File: config.mk
export PLATFORM = sky130hd
export DESIGN_NAME = module_led_sequencer
export DESIGN_NICKNAME = d
export VERILOG_FILES = /design/src/rtl/module_led_sequencer.sv
export SDC_FILE = /design/constraint.sdc
export NUM_CORES = 1
export LEC_CHECK = 0
export BUFFER_PORTS_ARGS = -buffer_cell sky130_fd_sc_hd__buf_4
export CORE_MARGIN = 4
export CORE_UTILIZATION = 60
export CTS_BUF_LIST = sky130_fd_sc_hd__clkbuf_4
export CTS_CLUSTER_DIAMETER = 50
export CTS_CLUSTER_SIZE = 16
export DETAILED_ROUTE_END_ITERATION = 10
export GPL_TIMING_DRIVEN = 0
export PLACE_DENSITY = 0.83
export REMOVE_ABC_BUFFERS = 1
export SLEW_MARGIN = 20
export SYNTH_ARGS = -nofsm -noshare
export SYNTH_HDL_FRONTEND = slang
export SYNTH_SLANG_ARGS = --single-unit
File: constraint.sdc
create_clock -name clk -period 8.1 [get_ports clk]
set_input_delay 1.62 -clock clk [delete_from_list [all_inputs] [get_ports clk]]
set_output_delay 1.62 -clock clk [all_outputs]
set_load 0.03 [all_outputs]
File: src/rtl/module_led_sequencer.sv
// Parametrised LED pattern sequencer: a programmable prescaler produces step events
// that advance one of four patterns (binary, walking one, bounce, blink) on an N-bit LED bank.
module module_led_sequencer #(
  parameter int N_LEDS     = 6,
  parameter int COUNT      = 13500000,
  parameter bit ACTIVE_LOW = 1'b1
) (
  input  logic              clk,
  input  logic              rst,
  input  logic              en_i,
  input  logic [1:0]        mode_i,
  input  logic              dir_i,
  input  logic [1:0]        speed_i,
  output logic [N_LEDS-1:0] led_o,
  output logic              tick_o
);

  localparam int W = $clog2(COUNT);

  typedef enum logic [1:0] {
    MODE_BIN    = 2'b00,
    MODE_WALK   = 2'b01,
    MODE_BOUNCE = 2'b10,
    MODE_BLINK  = 2'b11
  } mode_e;

  typedef logic [N_LEDS-1:0] pat_t;

  mode_e       mode_q, mode_d;
  pat_t        pattern_q, pattern_d;
  logic        bounce_left_q, bounce_left_d;
  logic [W-1:0] presc_q, presc_d;
  logic        tick_q, tick_d;

  logic [31:0]  period;
  logic [W-1:0] limit;
  logic         mode_change;
  logic         step_due;
  pat_t         step_pat;
  logic         step_left;

  pat_t rot_left, rot_right, shl, shr;

  function automatic pat_t seed(input mode_e m);
    pat_t s;
    case (m)
      MODE_WALK, MODE_BOUNCE: s = pat_t'(1);
      default:                s = '0;
    endcase
    return s;
  endfunction

  // Limit is re-evaluated every cycle so a speed change applies immediately.
  assign period      = COUNT >> speed_i;
  assign limit       = W'(period - 32'd1);
  assign mode_change = (mode_i != mode_q);
  assign step_due    = (presc_q >= limit);

  for (genvar gi = 0; gi < N_LEDS; gi++) begin : g_bits
    assign rot_left[gi]  = pattern_q[(gi + N_LEDS - 1) % N_LEDS];
    assign rot_right[gi] = pattern_q[(gi + 1) % N_LEDS];
    if (gi == 0) begin : g_shl_lsb
      assign shl[gi] = 1'b0;
    end else begin : g_shl_mid
      assign shl[gi] = pattern_q[gi-1];
    end
    if (gi == N_LEDS - 1) begin : g_shr_msb
      assign shr[gi] = 1'b0;
    end else begin : g_shr_mid
      assign shr[gi] = pattern_q[gi+1];
    end
  end

  always_comb begin
    step_pat  = pattern_q;
    step_left = bounce_left_q;
    case (mode_q)
      MODE_BIN: begin
        step_pat = dir_i ? pattern_q + pat_t'(1) : pattern_q - pat_t'(1);
      end
      MODE_WALK: begin
        step_pat = dir_i ? rot_left : rot_right;
      end
      MODE_BOUNCE: begin
        // A single LED has nowhere to bounce: the lit bit stays put.
        if (N_LEDS > 1) begin
          if (bounce_left_q) begin
            step_pat  = shl;
            step_left = ~shl[N_LEDS-1];
          end else begin
            step_pat  = shr;
            step_left = shr[0];
          end
        end
      end
      default: begin
        step_pat = ~pattern_q;
      end
    endcase
  end

  // Mode change outranks a coincident step and applies even while paused.
  always_comb begin
    mode_d        = mode_q;
    pattern_d     = pattern_q;
    bounce_left_d = bounce_left_q;
    presc_d       = presc_q;
    tick_d        = 1'b0;
    if (mode_change) begin
      mode_d        = mode_e'(mode_i);
      pattern_d     = seed(mode_e'(mode_i));
      bounce_left_d = 1'b1;
      presc_d       = '0;
    end else if (en_i) begin
      if (step_due) begin
        presc_d       = '0;
        tick_d        = 1'b1;
        pattern_d     = step_pat;
        bounce_left_d = step_left;
      end else begin
        presc_d = presc_q + W'(1);
      end
    end
  end

  always_ff @(posedge clk) begin
    if (!rst) begin
      mode_q        <= mode_e'(mode_i);
      pattern_q     <= seed(mode_e'(mode_i));
      bounce_left_q <= 1'b1;
      presc_q       <= '0;
      tick_q        <= 1'b0;
    end else begin
      mode_q        <= mode_d;
      pattern_q     <= pattern_d;
      bounce_left_q <= bounce_left_d;
      presc_q       <= presc_d;
      tick_q        <= tick_d;
    end
  end

  if (ACTIVE_LOW) begin : g_pol_low
    assign led_o = ~pattern_q;
  end else begin : g_pol_high
    assign led_o = pattern_q;
  end

  assign tick_o = tick_q;

endmodule

==> results of run 1 <==
## per-stage QoR
| step | total power, mW | util [%] |
|---|---|---|
| 6_report | 0.372 | 67.2 |
| 4_1_cts | 0.376 | 67.0 |
| 3_3_place_gp | 0.280 | 65.7 |
| 3_5_place_dp | 0.283 | 65.7 |
| 5_1_grt | 0.396 | 67.2 |
| 2_1_floorplan | 0.255 | - |
## final cells by class
type / count / area, µm²
Clock inverter: 2 / 8.76
Sequential cell: 34 / 761
Tap cell: 50 / 62.6
Fill cell: 354 / 1320
Timing Repair Buffer: 14 / 105
Multi-Input combinational cell: 219 / 1640
Inverter: 24 / 90.1
Clock buffer: 6 / 45.0
## flip-flops by register name, indices dropped and copies added (netlist names)
name and count:
presc_q 24, pattern_q 6, mode_q 2, bounce_left_q 1
tick_o 1
## power breakdown
group	total (mW)	internal, mW	switching [mW]
combinational	0.0883	0.0378	0.0505
sequential	0.191	0.180	0.0106
clock	0.0932	0.0360	0.0572
total	0.372	0.254	0.118
## layer usage
layer  GRT usage, %  part of all wire, %  vias up
met5              0                    0        -
met4           5.74                 0.68        0
met3           3.99                  3.4        5
met2           34.8                   49       33
met1           28.6                   47     1008
li1               -                    -     1067
## synthesized netlist by cell type, types with 4 or more instances
cell type and instances:
a21oi_1 16, mux2i_1 6, nor3_1 31, xnor2_1 23
nand3_1 13, dfxtp_1 26, buf_2 6, nor2_1 10
o21ai_0 7, xor2_1 4, and3_1 4, ha_1 28
edfxtp_1 8, nand2_1 18, nand4_1 9, inv_1 22
## path summary, 6_finish.rpt
kind / start / end / slack [ns] / cells past startpoint
hold reg to reg: presc_q[3] / presc_q[3] / 0.56 / 2
setup / recovery: speed_i[1] / pattern_q[0] / 3.70 / 10
setup reg to reg: presc_q[23] / pattern_q[0] / 5.29 / 6
hold / removal: presc_q[3] / presc_q[3] / 0.56 / 2
## worst reg2reg max path, delay by kind of cell (launching register included)
| family | cells | cell delay (ns) |
|---|---|---|
| AOI/OAI and AO/OA | 2 | 0.87 |
| adders and majority gates | 1 | 0.34 |
| and+or+nand+nor | 3 | 0.92 |
| DFF | 1 | 0.35 |
## kinds of logic after synthesis
group           after synthesis  share of synthesized area (%)
compound gates               48                           13.1
xor+xnor                     27                           9.33
fa+ha+maj                    29                           14.6
buf+inv                      35                           5.78
flops                        34                           30.0
mux                           8                           4.15
other cells                   1                          0.148
simple gates                106                           22.9
==> impl_results.md, run 1 <==
- Outcome: complete, no violations
- CTS tree: yes
- Critical Path, Cell by Cell: buf_4, inv_1, ha_1, inv_1, ha_1, nand4_1, nor4_1, o21ai_1, a31oi_4, nand2b_1
- Area post-placement: around 2600 µm²
- Critical path capture point type: flop
- Clock buffer depth: 2
- Number of post-CTS setup repair buffers: 0
- CP Launch Type: primary input
- Top_reg_cell synth: dfxtp_1
- Die height: 73.0 µm
- Max-slew headroom: between 50% and 60%
- Antenna Nets Post-Route: 0
- Largest area contributor in the netlist: dfxtp_1
- Number of global-route vias before repair: 1994
- Clk slew on worst S/H paths: 0.10 ns
- CTS root buf: clkbuf_4
- Share of layout cells above drive strength 1: 10.4%
- Yosys top cell area share: 20.5%
- Most frequent cells in the layout: nor3_1, ha_1, dfxtp_1, xnor2_1, inv_1
- Mapped Area: 2530 µm²
- Sum of negative setup slack: 0 ns
- Die X: 73.0 µm
- Hold slack: 0.562 ns
- Fraction of registers with async set/reset: 0%
- # hold bufs at CTS: 0
- Synthesis Warnings: 0
- Worst Clk Skew: 0.0105 ns
- Worst-Skew Late Latency: 0.33 ns
- Post-place setup slack: 3.01 ns
- Largest delay share family, worst path: simple AND/OR/NAND/NOR gates
- Pwr Density: around 140 nW/µm²
- VDD IR-drop max: around 0.086 mV
- Final hold violations: 0
- Commonest non-fill, non-tap cell in the layout: nor3_1
- Worst-margin pin slew: 0.649 ns
- Max-slew violations: 0
- Synth area leaders: dfxtp_1, ha_1, edfxtp_1, xnor2_1, nor3_1
- WL per Instance: 15.3 µm
- Max-cap violations: 0
- H-tree depth: 2
- HPWL after DPL: approximately 3.9 mm
- RSZ-0062 raised after global routing: no
- Die area: around 5300 µm²
- Largest net degree at the start of global routing: 38
- Net count, final: 335
- Initial antenna violation count: 0
- Synth Register Bits: 34
- Tmin final: 4.40 ns
- First-pass GRT wire length: 9.03 mm
- Sequential share of the synthesized area: between 30% and 40%
- CTS Buf Count: 5
- Routed WL: 5.32 mm
- Worst path bufs/invs: 3
- Finished Layout Cells: 349
- Routability Congestion: 0.833
- Worst EP required: 8.10 ns
- Tot GR Track Use: 21.3%
- CP peak stage delay: 0.62 ns
- Ports: 15
- Cells after DPL: around 340
- Via count: 2113
- Max Fclk: 0.228 GHz
- Synthesized instance count: 288
- Initial Util: 62.9%
- CORE AREA: 4030 µm²
- Post-Layout Inst Area: approximately 2700 µm²
- Critical Path Slowest Stage Cell: a31oi_4
- Hold crit path type: reg -> reg
- Syn_area_per_cell: between 8 and 9 µm²
- Endpoints failing setup: 0
- P_leak: 1.03 nW
- Number of buffers added on ports: 14
- WS Path Type: in -> reg
- Gr ovfl total: 0
- Max Fanout on Critical Path: 23
- Fin crit share: 54.3%
- Initial drt markers: between 150 and 200
- Via-to-Cell Ratio: 6.05
- Syn-to-layout area delta: 6.86%
- EDFF count, synth: 8
- PostCTS Resize Cnt: 0
- N_diodes: 0
- FP Rows: 23
- First-pass iteration count of the detailed router: 4
- Library cells used by synthesis: between 50 and 60
- CTS sink cnt: 34
- DRC Markers: 0
- Worst path arrival time: approximately 4.4 ns
- Final worst slack: 3.70 ns
No activity file was read; power rests on OpenSTA's default activity.
==> run 2: changes to the inputs <==
CORE_UTILIZATION = 57   (was 60)
PLACE_DENSITY = 0.82   (was 0.83)
clock period = 3.68 ns   (was 8.1 ns; I/O delays follow)
==> run 2 against run 1 <==
Critical path depth is the same. Sequential power grew 120%. Hold slack lost 0.011 ns.
==> impl_results.md, run 2 (synthesis results as in run 1) <==
- Outcome: complete, no violations (unchanged)
- CTS Buf Count: 5 (unchanged)
- First-pass iteration count of the detailed router: 4 (unchanged)
- Worst-margin pin slew: 0.664 ns (was 0.649 ns)
- Worst hold endpoint: presc_q[13] (was presc_q[3])
- WL per Instance: 15.4 µm (was 15.3 µm)
- Die X: 74.7 µm (was 73.0 µm)
- Biggest register: presc_q (unchanged)
- Clock power frac: 25.8% (was 25.0%)
- Critical Path Slowest Stage Cell: a31oi_4 (unchanged)
- Net count, final: 335 (unchanged)
- Routed wl met3: 174 µm (was 180 µm)
- Largest net degree at the start of global routing: 38 (unchanged)
- CORE AREA: 4140 µm² (was 4030 µm²)
- Max FFs per register: 24 (unchanged)
- Pwr Density: 305 nW/µm² (was 138 nW/µm²)
- DRC Markers: 0 (unchanged)
- Clock buffer depth: 2 (unchanged)
- Worst EP required: 3.69 ns (was 8.10 ns)
- Wire length on met1: 2.44 mm (was 2.50 mm)
- P_int: 568 µW (was 254 µW)
- First-pass GRT wire length: 9.18 mm (was 9.03 mm)
- Worst Clk Skew: 0.0158 ns (was 0.0105 ns)
- FF-to-FF End: pattern_q[2] (was pattern_q[0])
- HPWL after DPL: 3.92 mm (was 3.93 mm)
- Ports: 15 (unchanged)
- CP peak stage delay: 0.59 ns (was 0.62 ns)
- Number of buffers added on ports: 14 (unchanged)
- Critical Path, Cell by Cell: buf_4, inv_1, ha_1, inv_1, ha_1, nand4_1, nor4_1, o21ai_1, a31oi_4, nand2b_1 (unchanged)
- FP Rows: 23 (unchanged)
- R2R Setup Slk: 0.90 ns (was 5.29 ns)
- Worst reg-to-reg path cell count: 6 (unchanged)
- Hold Path Depth: 2 (unchanged)
- Worst-Skew Late Latency: 0.34 ns (was 0.33 ns)
- Fin crit share: between 90% and 100%
- Number of global-route vias before repair: 1976 (was 1994)
- Metal2 WL: 2.68 mm (was 2.61 mm)
- Max-cap violations: 0 (unchanged)
- Tot GR Track Use: 21.0% (was 21.3%)
- Max-slew headroom: 55.7% (was 56.7%)
- RSZ-0062 raised after global routing: no (unchanged)
- Sequential power share: 50.7% (was 51.2%)
- Via-to-Cell Ratio: 6.11 (was 6.05)
- Initial drt markers: 237 (was 160)
- Hold crit path type: reg -> reg (unchanged)
- WS Path Type: in -> reg (unchanged)
- Share of layout cells above drive strength 1: 10.4% (unchanged)
- Number of post-CTS setup repair buffers: 0 (unchanged)
- Final hold violations: 0 (unchanged)
- Endpoints failing setup: 0 (unchanged)
- Syn-to-layout area delta: 6.96% (was 6.86%)
- CTS tree: yes (unchanged)
- Commonest non-fill, non-tap cell in the layout: nor3_1 (unchanged)
- Die area: 5580 µm² (was 5330 µm²)
- Most frequent cells in the layout: nor3_1, ha_1, dfxtp_1, xnor2_1, inv_1 (unchanged)
- Gate power share: 23.5% (was 23.7%)
- Initial Util: 61.1% (was 62.9%)
- Gr ovfl total: 0 (unchanged)
- CTS root buf: clkbuf_4 (unchanged)
- N_diodes: 0 (unchanged)
- Final worst slack: 0.185 ns (was 3.70 ns)
- Post-place setup slack: -0.523 ns (was 3.01 ns)
- Hold Crit Start: presc_q[13] (was presc_q[3])
- Initial antenna violation count: 0 (unchanged)
- Final Power: 828 µW (was 372 µW)
- Sum of negative setup slack: 0 ns (unchanged)
- Finished Layout Cells: 349 (unchanged)
- Clk slew on worst S/H paths: 0.10 ns (about the same)
- Filler Cells Inserted: 357 (was 354)
- P_leak: 1.03 nW (about the same)
- Cells after DPL: 341 (unchanged)
- CTS sink cnt: 34 (unchanged)
- Critical path capture point type: flop (unchanged)
- Largest regs: presc_q: 24 flops, pattern_q: 6 flops, mode_q: 2 flops (unchanged)
- Switch share: 31.4% (was 31.8%)
- Max Fanout on Critical Path: 23 (unchanged)
- CP Launch Type: primary input (unchanged)
- Tmin final: roughly 3.5 ns
- Routability Congestion: 0.825 (was 0.833)
- Worst path arrival time: 3.51 ns (was 4.40 ns)
- Max-slew violations: 0 (unchanged)
- Die height: 74.7 µm (was 73.0 µm)
- Sw Pwr: 260 µW (was 118 µW)
- Hold slack: 0.551 ns (was 0.562 ns)
- Via count: 2132 (was 2113)
- Worst r2r src: presc_q[22] (was presc_q[23])
- H-tree depth: 2 (unchanged)
- VDD IR-drop max: 0.207 mV (was 0.0861 mV)
- Antenna Nets Post-Route: 0 (unchanged)
- Routed WL: 5.37 mm (was 5.32 mm)
- Top sig layer: met4 (unchanged)
- Max Fclk: 0.286 GHz
==> run 2: power groups by stage <==
stage                     clock (mW)  sequential (mW)  combinational (mW)
final                          0.213            0.420               0.195
after global placement             0            0.427               0.187
after CTS                      0.217            0.419               0.194
after floorplan                    0            0.420               0.141
after detailed placement           0            0.428               0.192
after global routing           0.236            0.422               0.217
==> run 2: timing repair <==
item,CTS,global route
setup endpoints to repair,6,6
hold buffers,0,0
pin swaps,0,1
gates resized for setup,1,0
==> run 2: worst max-delay path by stage <==
stage | startpoint | to | slack, ns | cells after the start
2_1_floorplan | speed_i[1] | pattern_q[0] | 0.37 | 9
3_3_place_gp | speed_i[1] | pattern_q[3] | -0.49 | 10
3_5_place_dp | speed_i[1] | pattern_q[3] | -0.52 | 10
4_1_cts | speed_i[1] | pattern_q[2] | 0.16 | 10
5_1_grt | speed_i[1] | pattern_q[2] | 0.03 | 10
6_report | speed_i[1] | pattern_q[2] | 0.18 | 10
==> run 2: worst max-delay path: cells and delay by family <==
family / cells / cell delay (ns)
buf+inv: 3 / 0.31
compound gates: 2 / 0.84
simple gates: 3 / 0.93
fa+ha+maj: 2 / 0.69
==> run 2: final cells by class <==
| cell class | instances | area, µm² | share of cell area (%) |
|---|---|---|---|
| Sequential cell | 34 | 761 | 28.1 |
| Clock buffer | 7 | 52.6 | 1.94 |
| Multi-Input combinational cell | 219 | 1640 | 60.3 |
| Inverter | 24 | 90.1 | 3.32 |
| Tap cell | 50 | 62.6 | 2.31 |
| Timing Repair Buffer | 14 | 105 | 3.88 |
| Clock inverter | 1 | 3.75 | 0.139 |
==> run 2: per-layer routing <==
metal	vias up	GRT usage [%]
met2	33	35.1
met3	9	4.01
li1	1070	-
met1	1020	27.9
met5	-	0
met4	0	5.73
==> run 2: per-stage QoR <==
| step | instance area, µm² | util [%] |
|---|---|---|
| 2_1_floorplan | 2480 | - |
| 5_1_grt | 2710 | 65.4 |
| 4_1_cts | 2710 | 65.4 |
| 6_report | 2710 | 65.4 |
| 3_3_place_gp | 2650 | 63.8 |
| 3_5_place_dp | 2650 | 63.8 |
